`src/rtl/viterbi_sym_piso_if.sv`:
```
// rtl/viterbi_sym_piso_if.sv - handshake and symbol stream bundle for the Viterbi symbol serializer
interface viterbi_sym_piso_if #(
    parameter int SIZE_DATA_IN = 16,
    parameter int SIZE_SYM     = 2
);
    logic                    i_start;
    logic [SIZE_DATA_IN-1:0] i_data;
    logic                    i_stall;
    logic                    o_ready;
    logic [SIZE_SYM-1:0]     o_sym;
    logic                    o_sym_valid;
    logic                    o_sym_last;
    logic                    o_busy;
    logic                    o_done;

    modport master (
        output i_start, i_data, i_stall,
        input  o_ready, o_sym, o_sym_valid, o_sym_last, o_busy, o_done
    );

    modport slave (
        input  i_start, i_data, i_stall,
        output o_ready, o_sym, o_sym_valid, o_sym_last, o_busy, o_done
    );
endinterface

```
`src/rtl/viterbi_sym_piso.sv`:
```
// rtl/viterbi_sym_piso.sv - serializes one coded word into MSB-first code symbols for the decoder
module viterbi_sym_piso #(
    parameter int SIZE_DATA_IN = 16,
    parameter int SIZE_SYM     = 2
) (
    input logic               i_clk,
    input logic               i_rst,
    viterbi_sym_piso_if.slave bus
);
    localparam int N     = SIZE_DATA_IN / SIZE_SYM;
    localparam int CNT_W = (N > 1) ? $clog2(N) : 1;
    localparam logic [CNT_W-1:0] CNT_LAST = CNT_W'(N - 1);

    typedef enum logic [1:0] {
        S_IDLE  = 2'd0,
        S_SHIFT = 2'd1,
        S_DONE  = 2'd2
    } state_t;

    state_t                  state_q, state_d;
    logic [SIZE_DATA_IN-1:0] shreg_q, shreg_d;
    logic [CNT_W-1:0]        cnt_q, cnt_d;

    always_ff @(posedge i_clk or posedge i_rst) begin
        if (i_rst) begin
            state_q <= S_IDLE;
            shreg_q <= '0;
            cnt_q   <= '0;
        end else begin
            state_q <= state_d;
            shreg_q <= shreg_d;
            cnt_q   <= cnt_d;
        end
    end

    // A stall freezes the whole datapath, so the last symbol can be held as long as any other.
    always_comb begin
        state_d = state_q;
        shreg_d = shreg_q;
        cnt_d   = cnt_q;
        case (state_q)
            S_IDLE: begin
                if (bus.i_start) begin
                    state_d = S_SHIFT;
                    shreg_d = bus.i_data;
                    cnt_d   = '0;
                end
            end
            S_SHIFT: begin
                if (!bus.i_stall) begin
                    if (cnt_q == CNT_LAST) begin
                        state_d = S_DONE;
                    end else begin
                        shreg_d = shreg_q << SIZE_SYM;
                        cnt_d   = cnt_q + CNT_W'(1);
                    end
                end
            end
            S_DONE: state_d = S_IDLE;
            default: state_d = S_IDLE;
        endcase
    end

    always_comb begin
        bus.o_ready     = (state_q == S_IDLE);
        bus.o_sym_valid = (state_q == S_SHIFT);
        bus.o_sym       = '0;
        bus.o_sym_last  = 1'b0;
        bus.o_busy      = (state_q == S_SHIFT) || (state_q == S_DONE);
        bus.o_done      = (state_q == S_DONE);
        if (state_q == S_SHIFT) begin
            bus.o_sym      = shreg_q[SIZE_DATA_IN-1 -: SIZE_SYM];
            bus.o_sym_last = (cnt_q == CNT_LAST);
        end
    end
endmodule

```
`src/flat_wrapper.sv`:
```
// flat-port wrapper written by rule: the top's interface ports become plain ports
module viterbi_sym_piso_flat 
#(
    parameter int SIZE_DATA_IN = 16,
    parameter int SIZE_SYM     = 2
)
  (i_clk, i_rst, bus_i_start, bus_i_data, bus_i_stall, bus_o_ready, bus_o_sym, bus_o_sym_valid, bus_o_sym_last, bus_o_busy, bus_o_done);
  viterbi_sym_piso_if #(.SIZE_DATA_IN(SIZE_DATA_IN), .SIZE_SYM(SIZE_SYM)) bus_i ();
  input logic i_clk;
  input logic i_rst;
  input wire logic [$bits(bus_i.i_start)-1:0] bus_i_start;
  input wire logic [$bits(bus_i.i_data)-1:0] bus_i_data;
  input wire logic [$bits(bus_i.i_stall)-1:0] bus_i_stall;
  output wire logic [$bits(bus_i.o_ready)-1:0] bus_o_ready;
  output wire logic [$bits(bus_i.o_sym)-1:0] bus_o_sym;
  output wire logic [$bits(bus_i.o_sym_valid)-1:0] bus_o_sym_valid;
  output wire logic [$bits(bus_i.o_sym_last)-1:0] bus_o_sym_last;
  output wire logic [$bits(bus_i.o_busy)-1:0] bus_o_busy;
  output wire logic [$bits(bus_i.o_done)-1:0] bus_o_done;
  assign bus_i.i_start = bus_i_start;
  assign bus_i.i_data = bus_i_data;
  assign bus_i.i_stall = bus_i_stall;
  assign bus_o_ready = bus_i.o_ready;
  assign bus_o_sym = bus_i.o_sym;
  assign bus_o_sym_valid = bus_i.o_sym_valid;
  assign bus_o_sym_last = bus_i.o_sym_last;
  assign bus_o_busy = bus_i.o_busy;
  assign bus_o_done = bus_i.o_done;
  viterbi_sym_piso #(.SIZE_DATA_IN(SIZE_DATA_IN), .SIZE_SYM(SIZE_SYM)) u_core (.i_clk(i_clk), .i_rst(i_rst), .bus(bus_i));
endmodule
```
`config.mk`:
```
export PLATFORM = sky130hd
export DESIGN_NAME = viterbi_sym_piso_flat
export DESIGN_NICKNAME = d
export VERILOG_FILES = /design/src/rtl/viterbi_sym_piso_if.sv /design/src/rtl/viterbi_sym_piso.sv /design/src/flat_wrapper.sv
export SDC_FILE = /design/constraint.sdc
export NUM_CORES = 1
export LEC_CHECK = 0
export CAP_MARGIN = 20
export CORE_MARGIN = 2
export CORE_UTILIZATION = 40
export CTS_BUF_LIST = sky130_fd_sc_hd__clkbuf_2
export CTS_CLUSTER_SIZE = 16
export DETAILED_ROUTE_END_ITERATION = 8
export PLACE_DENSITY = 0.66
export SYNTH_ARGS = -nofsm -noshare
export SYNTH_HDL_FRONTEND = slang
export SYNTH_SLANG_ARGS = --single-unit
```
`constraint.sdc`:
```
create_clock -name i_clk -period 5.3 [get_ports i_clk]
set_input_delay 1.06 -clock i_clk [delete_from_list [all_inputs] [get_ports i_clk]]
set_output_delay 1.06 -clock i_clk [all_outputs]
set_load 0.1 [all_outputs]
```
==> results_dict.tcl, run 1 <==
set metrics [dict create \
    area_growth_pct 24.4 \
    synth_simple_gate_area_frac 0.0841 \
    arrival_ns 2.55 \
    synth_top_family_by_area "multiplexers" \
    syn_nets 111 \
    path_class "register to primary output" \
    cp.required_ns 4.24 \
    gr-usage-all-layers 0.129 \
    drt_wl_total_um 2000 \
    tightest_slew_ns 0.978 \
    ant_nets 0 \
    rsz0062_at_grt "false" \
    period_share 0.682 \
    rows 19 \
    vdd_ir_drop_max_mv 0.721 \
    io_pins 27 \
    synth_compound_area_frac 0.00421 \
    max_slew_margin 0.346 \
    endpoint_kind "primary output" \
    gp_congestion 0.645 \
    skew_ns 0.00836 \
    synthAdderAreaFrac 0.0631 \
    grt_pass1_vias 755 \
    synth-seq-cells 21 \
    dp_hpwl_um 1470 \
    endpoint "bus_o_sym_last" \
    synth_area_um2 1190 \
    synth_area_leaders "dfrtp_1 (44%), mux2_2 (24%), mux2_4 (10%)" \
    grt_max_degree 22 \
    die_area_um2 3430 \
    htreeDepth 1 \
    fin_setup_tns_ns 0 \
    ctsHoldBuffers 0 \
    hold_class "register to register" \
    cts.sinks 21 \
    wl_per_cell_um 13.9 \
    post-route-min-period_ns 3.61 \
    final_common_cell "clkdlybuf4s50_1" \
    ys_warn_count 0 \
    diodes 0 \
    initial_utilization 0.428 \
    final_nets 140 \
    cp_max_fo 8 \
    max_freq_ghz 0.277 \
    netlist_instances 85 \
    cts_tree "built" \
    reg2reg_depth 6 \
    grt-ovfl-total 0 \
    clk_pin_slew_worst_paths_ns 0.20 \
    yosysTopAreaCell "dfrtp_1" \
    numCtsBuffers 3 \
    clk_latency_ns 0.31 \
    hold_path_depth 1 \
    seq_area_frac_synth 0.442 \
    power.density_nw_per_um2 691 \
    final-hold-violation-count 0 \
    first_pass_iters 2 \
    cts_root_buffer "clkbuf_2" \
    power_uw 1020 \
    muxShareOfSynthArea 0.354 \
    antenna_found_initial 0 \
    leakage_uw 0.000660 \
    netlist.area_leader.share 0.442 \
    synth_cell_types 19 \
    r2r_slack_ns 3.24 \
    start_kind "register" \
    core_um2 2780 \
    grt_pass1_wl_um 3310 \
    status "complete, no violations" \
    cts_max_path_buffers 2 \
    startpoint "u_core.state_q[1]" \
    maxCapViolCount 0 \
    die_w_um 58.5 \
    post-cts-setup-buffer-count 0 \
    vias_per_cell 4.95 \
    fp.dieH_um 58.5 \
    mostFrequentLayoutCells "clkdlybuf4s50_1 (26), mux2_2 (25), dfrtp_1 (21), mux2_4 (8), ha_1 (6)" \
    slew_viol_final 0 \
    io_buffers 26 \
    finalSetupViolCount 0 \
    drc 0 \
    drive_gt1_frac 0.372 \
    r2r_end "u_core.shreg_q[7]" \
    r2r-start "u_core.cnt_q[0]" \
    drt_iter0_drc 3 \
    via_count 713 \
    synthXorXnorAreaFrac 0 \
    postSynthAreaPerCell_um2 14.0 \
    cts-resized-gates 0 \
]
## worst min-delay path by stage
stage / to / from / slack, ns
after floorplan: u_core.shreg_q[14] / u_core.shreg_q[14] / 0.47
after global placement: u_core.shreg_q[6] / u_core.shreg_q[6] / 0.48
after detailed placement: u_core.shreg_q[3] / u_core.shreg_q[3] / 0.49
after CTS: u_core.shreg_q[14] / u_core.shreg_q[14] / 0.54
after global routing: u_core.shreg_q[13] / u_core.shreg_q[13] / 0.55
final: u_core.shreg_q[4] / u_core.shreg_q[4] / 0.53
## layer usage
| layer | share of wire | GRT usage | vias up |
|---|---|---|---|
| met3 | 0.051 | 0.0242 | 2 |
| met4 | 0.0050 | 0.0498 | 0 |
| met2 | 0.52 | 0.239 | 17 |
| met5 | 0 | 0 | - |
| li1 | - | - | 345 |
| met1 | 0.42 | 0.145 | 349 |
## sequential cells by signal, indices dropped and copies added, names as in the netlist
signal          cells
u_core.shreg_q     16
u_core.cnt_q        3
u_core.state_q      2
## cells in the mapped netlist
library cell and count:
a21oi_1 1, and2_1 2, and2_4 1, buf_12 1, buf_2 1, buf_4 1, buf_6 1, dfrtp_1 21
ha_1 6, inv_1 5, mux2_2 25, mux2_4 8, mux2i_1 2, nand2_1 3, nor2_1 1, nor2b_1 3
nor2b_4 1, nor4b_4 1, or2b_1 1
## metrics by stage
stage	hold slack [ns]	setup slack, ns	instance area, um2	utilization	instances
floorplan	0.473	2.45	1190	-	85
global placement	0.484	2.10	1460	0.525	140
detailed placement	0.494	2.03	1460	0.525	140
CTS	0.540	1.65	1480	0.532	144
global route	0.553	1.54	1480	0.532	144
finish	0.534	1.69	1480	0.532	144
## layout make-up
class                   count  area (um2)
clock buffers               3        15.0
clock inverters             1        5.00
fillers                   271        1300
inverters                   5        18.8
multi-input cells          55         602
flip-flops and latches     21         526
well taps                  31        38.8
repair buffers             28         275
## kinds of logic after synthesis
family | after synthesis
flops | 21
mux | 35
simple gates | 13
buf+inv | 9
fa+ha+maj | 6
compound gates | 1
## power breakdown
part / total (uW) / switching [uW] / leakage, uW / internal (uW)
sequential: 278 / 39.6 / 0.000254 / 238
combinational: 679 / 366 / 0.000390 / 312
clock: 65.8 / 48.7 / 0.0000164 / 17.1
total: 1020 / 455 / 0.000660 / 568
## critical path, stage by stage (launching register included)
cell	delay, ns
dfrtp_1	0.44
inv_1	0.11
ha_1	0.34
and2_4	0.23
clkdlybuf4s50_1	1.13
(Power assumes the default switching activity.)
==> inputs of run 2 (changes only) <==
--- a/config.mk
+++ b/config.mk
@@ -11,7 +11,7 @@
 export CTS_BUF_LIST = sky130_fd_sc_hd__clkbuf_2
 export CTS_CLUSTER_SIZE = 16
 export DETAILED_ROUTE_END_ITERATION = 8
-export PLACE_DENSITY = 0.66
+export PLACE_DENSITY = 0.68
 export SYNTH_ARGS = -nofsm -noshare
 export SYNTH_HDL_FRONTEND = slang
 export SYNTH_SLANG_ARGS = --single-unit
==> constraint.sdc (replaced) <==
create_clock -name i_clk -period 3.2 [get_ports i_clk]
set_input_delay 0.64 -clock i_clk [delete_from_list [all_inputs] [get_ports i_clk]]
set_output_delay 0.64 -clock i_clk [all_outputs]
set_load 0.1 [all_outputs]
==> run 2 against run 1 <==
Worst setup slack lost 0.78 ns. Non-clock buffer count is the same. Utilization shrank 0.090 points. Wire length shrank 8.2%. Sequential power grew 65%. Power grew 62%. Hold slack lost 0.0021 ns. Die area is the same. First-iteration DRC count grew 130%. Critical path type unchanged. Largest power group unchanged. Highest routed layer unchanged.
==> results_dict.tcl, run 2 (same netlist as run 1, synthesis figures left out) <==
set metrics [dict create \
    status "complete, no violations" \
    rows 19 \
    cts_max_path_buffers 2 \
    wl_per_cell_um 12.8 \
    arrival_ns 1.65 \
    die_w_um 58.5 \
    reg_top3 "u_core.shreg_q x16, u_core.cnt_q x3, u_core.state_q x2" \
    start_kind "register" \
    cts_root_buffer "clkbuf_2" \
    drt_iter0_drc 7 \
    worst_slack_ns 0.906 \
    clk_latency_ns 0.33 \
    final_nets 140 \
    antenna_found_initial 0 \
    area_growth_pct 24.2 \
    dp_hpwl_um 1320 \
    grt_max_degree 22 \
    gr-usage-all-layers 0.128 \
    post-route-util 0.531 \
    critPathBufInv 3 \
    die_area_um2 3430 \
    io_pins 27 \
    pre_cts_ws_ns 0.898 \
    period_share 0.717 \
    post-route-min-period_ns 2.29 \
    path_class "register to primary output" \
    vdd_ir_drop_max_mv 0.994 \
    hold_class "register to register" \
    leakage_uw 0.000670 \
    max_stage_delay_ns 0.43 \
    final-hold-violation-count 0 \
    diodes 0 \
    numCtsBuffers 3 \
    post-cts-setup-buffer-count 0 \
    initial_utilization 0.428 \
    endpoint_kind "primary output" \
    vias_per_cell 4.82 \
    slew_viol_final 0 \
    drt_wl_total_um 1840 \
    max_freq_ghz 0.436 \
    mostFrequentLayoutCells "mux2_2 (25), dfrtp_1 (21), clkdlybuf4s50_1 (19), mux2_4 (8), buf_4 (8)" \
    dpl.cell_count 140 \
    cts_tree "built" \
    ctsHoldBuffers 0 \
    grt_pass1_vias 779 \
    cp.required_ns 2.56 \
    clk_pin_slew_worst_paths_ns 0.18 \
    finalSetupViolCount 0 \
    stdcell_count 144 \
    drc 0 \
    maxCapViolCount 0 \
    cp_max_fo 21 \
    via_count 694 \
    max_slew_margin 0.471 \
    first_pass_iters 2 \
    htreeDepth 1 \
    drive_gt1_frac 0.434 \
    worstPathCellList "inv_1 -> ha_1 -> buf_4 -> and2_4 -> buf_12" \
    rsz0062_at_grt "false" \
    io_buffers 26 \
    largest-register "u_core.shreg_q" \
    power.density_nw_per_um2 1120 \
    core_um2 2780 \
    tightest_slew_ns 0.793 \
    fp.dieH_um 58.5 \
    largest_register_ffs 16 \
    fin_setup_tns_ns 0 \
    ant_nets 0 \
    gp_congestion 0.661 \
    cts-resized-gates 0 \
    power_uw 1660 \
    grt-ovfl-total 0 \
    cts.sinks 21 \
    grt_pass1_wl_um 3300 \
    skew_ns 0.0248 \
    cp_slowest_cell "dfrtp_1" \
    final_common_cell "mux2_2" \
    crit_family "buffers and inverters" \
]
[run 2: area by class of cell]
cell class | instances | area, um2
clock buffers | 3 | 15.0
clock inverters | 1 | 7.51
fillers | 249 | 1300
inverters | 5 | 18.8
multi-input cells | 55 | 602
flip-flops and latches | 21 | 526
well taps | 31 | 38.8
repair buffers | 28 | 270
[run 2: through the flow]
| stage | hold WS, ns | instance area (um2) |
|---|---|---|
| floorplan | 0.473 | 1190 |
| global placement | 0.486 | 1460 |
| detailed placement | 0.492 | 1460 |
| CTS | 0.537 | 1480 |
| global route | 0.564 | 1480 |
| finish | 0.532 | 1480 |
[run 2: report_power, final]
group,internal (uW),switching [uW]
registers,395,63.2
logic,496,592
clock network,29.1,82.0
total,921,737
[run 2: final timing paths]
check | from | to | slack, ns | cells past startpoint
max | u_core.state_q[1] | bus_o_sym_last | 0.91 | 5
min | u_core.shreg_q[11] | u_core.shreg_q[11] | 0.53 | 1
max reg2reg | u_core.state_q[1] | u_core.shreg_q[8] | 1.14 | 7
min reg2reg | u_core.shreg_q[11] | u_core.shreg_q[11] | 0.53 | 1
max in group asynchronous | i_rst | u_core.shreg_q[15] | 1.96 | 2
min in group asynchronous | i_rst | u_core.shreg_q[2] | 0.72 | 2
[run 2: worst register-to-register path, delay by kind of cell, from the launching register on]
| kind | cells | cell delay [ns] |
|---|---|---|
| buf+inv | 3 | 0.62 |
| simple gates | 2 | 0.43 |
| flops | 1 | 0.40 |
| mux | 1 | 0.38 |
| fa+ha+maj | 1 | 0.18 |
[run 2: layer usage]
metal | up-vias | wire [um] | share of wire | track usage
met3 | 2 | 90 | 0.049 | 0.0264
met4 | 0 | 10 | 0.0054 | 0.0598
met1 | 333 | 845 | 0.46 | 0.163
li1 | 345 | - | - | -
met2 | 14 | 891 | 0.49 | 0.207
met5 | - | 0 | 0 | 0
==> inputs of run 3 (changes only) <==
==> constraint.sdc (replaced) <==
create_clock -name i_clk -period 2.05 [get_ports i_clk]
set_input_delay 0.41 -clock i_clk [delete_from_list [all_inputs] [get_ports i_clk]]
set_output_delay 0.41 -clock i_clk [all_outputs]
set_load 0.1 [all_outputs]
==> run 3 against run 2 <==
Sequential share of layout area shrank 4.1 points. Utilization grew 6.9 points. Largest cell class unchanged. Clock skew shrank 0.019 ns. Critical endpoint is now u_core.shreg_q[1].
==> results_dict.tcl, run 3 (same netlist as run 1, synthesis figures left out) <==
set metrics [dict create \
    finalSetupViolCount 0 \
    initial_utilization 0.428 \
    cts.sinks 21 \
    ant_nets 0 \
    cp.required_ns 2.28 \
    skew_ns 0.00584 \
    gp_congestion 0.807 \
    diodes 0 \
    combPwrFrac 0.715 \
    htreeDepth 1 \
    antenna_found_initial 0 \
    mostFrequentLayoutCells "mux2_2 (25), dfrtp_1 (21), clkdlybuf4s50_1 (19), mux2_4 (8), buf_12 (8)" \
    start_kind "register" \
    gr-usage-all-layers 0.132 \
    tightest_slew_ns 0.274 \
    final_common_cell "mux2_2" \
    arrival_ns 2.23 \
    dp_hpwl_um 1480 \
    startpoint "u_core.cnt_q[0]" \
    max_freq_ghz 0.499 \
    endpoint_kind "register" \
    vias_per_cell 5.10 \
    rows 19 \
    die_w_um 58.5 \
    grt_max_degree 22 \
    final_nets 145 \
    drt_iter0_drc 2 \
    area_growth_pct 40.3 \
    slew_viol_final 0 \
    io_pins 27 \
    grt_pass1_wl_um 3480 \
    p_seq_frac 0.230 \
    core_um2 2780 \
    power_uw 3160 \
    drc 0 \
    fp.dieH_um 58.5 \
    seqCellArea_um2 526 \
    wl_per_cell_um 14.7 \
    clock_power_share 0.054 \
    first_pass_iters 3 \
    grt-ovfl-total 0 \
    fill_cells 246 \
    intPower_uw 1870 \
    period_share 0.977 \
    cts_root_buffer "clkbuf_2" \
    status "complete, no violations" \
    leakage_uw 0.000736 \
    cp_max_fo 9 \
    cts_max_path_buffers 2 \
    sw_frac_of_total 0.410 \
    fin_setup_tns_ns 0 \
    r2r-start "u_core.cnt_q[0]" \
    power.density_nw_per_um2 1900 \
    clk_latency_ns 0.32 \
    clk_pin_slew_worst_paths_ns 0.20 \
    path_class "register to register" \
    grt_pass1_vias 825 \
    drive_gt1_frac 0.500 \
    reg_top3 "u_core.shreg_q x16, u_core.cnt_q x3, u_core.state_q x2" \
    drt_wl_total_um 2180 \
    via_count 760 \
    maxCapViolCount 0 \
    vdd_ir_drop_max_mv 1.97 \
    ctsHoldBuffers 0 \
    p_switching_uw 1300 \
    die_area_um2 3430 \
    io_buffers 26 \
    numCtsBuffers 3 \
    largest_register_ffs 16 \
    cts_tree "built" \
    hold_class "input pin to async pin" \
    largest-register "u_core.shreg_q" \
    final-hold-violation-count 0 \
    max_slew_margin 0.817 \
    multi_input_area_um2 632 \
    post-route-min-period_ns 2.00 \
]
==> run 3: critical path: stages, from the launching register on <==
cell	delay [ns]
dfrtp_1	0.45
ha_1	0.21
ha_2	0.18
and2_4	0.16
nor4b_4	0.27
buf_6	0.17
clkbuf_16	0.17
mux2_4	0.30
==> run 3: final timing paths <==
path | endpoint | slack (ns) | cells after the start
min in group i_clk | u_core.shreg_q[8] | 0.53 | 1
setup / recovery | u_core.shreg_q[1] | 0.05 | 7
hold reg to reg | u_core.shreg_q[8] | 0.53 | 1
hold / removal | u_core.cnt_q[2] | 0.39 | 3
setup reg to reg | u_core.shreg_q[1] | 0.05 | 7
max in group asynchronous | u_core.shreg_q[5] | 1.45 | 3
==> run 3: final cells by class <==
type,count,area share
clock inverters,1,0.00300
multi-input cells,55,0.379
inverters,5,0.0112
repair buffers,33,0.260
well taps,31,0.0232
flip-flops and latches,21,0.315
clock buffers,3,0.00900
==> run 3: metrics by stage <==
step | std cells | utilization | hold slack, ns | setup slack, ns | cell area, um2
2_1_floorplan | 85 | - | 0.387 | 0.0372 | 1210
3_3_place_gp | 141 | 0.566 | 0.484 | 0.0716 | 1580
3_5_place_dp | 141 | 0.566 | 0.488 | 0.0324 | 1580
4_1_cts | 145 | 0.574 | 0.382 | 0.0257 | 1600
5_1_grt | 149 | 0.600 | 0.386 | -0.00121 | 1670
6_report | 149 | 0.600 | 0.389 | 0.0467 | 1670
==> run 3: repair_timing <==
action / in CTS / in global routing
setup endpoints to repair: 0 / 8
gates resized for setup: 0 / 3
buffers inserted: 0 / 2
==> run 3: power groups by stage <==
stage / clock [uW] / sequential [uW] / combinational [uW]
after global placement: 0 / 729 / 2010
after CTS: 180 / 727 / 2050
after global routing: 199 / 752 / 2380
final: 171 / 729 / 2260
after detailed placement: 0 / 735 / 2040
after floorplan: 0 / 703 / 1660
==> run 3: layer usage <==
layer  part of all wire  vias to the layer above  GRT usage
met1               0.42                      387      0.159
li1                   -                      356          -
met5                  0                        -          0
met3              0.042                        0     0.0198
met4                  0                        0     0.0399
met2               0.54                       17      0.242
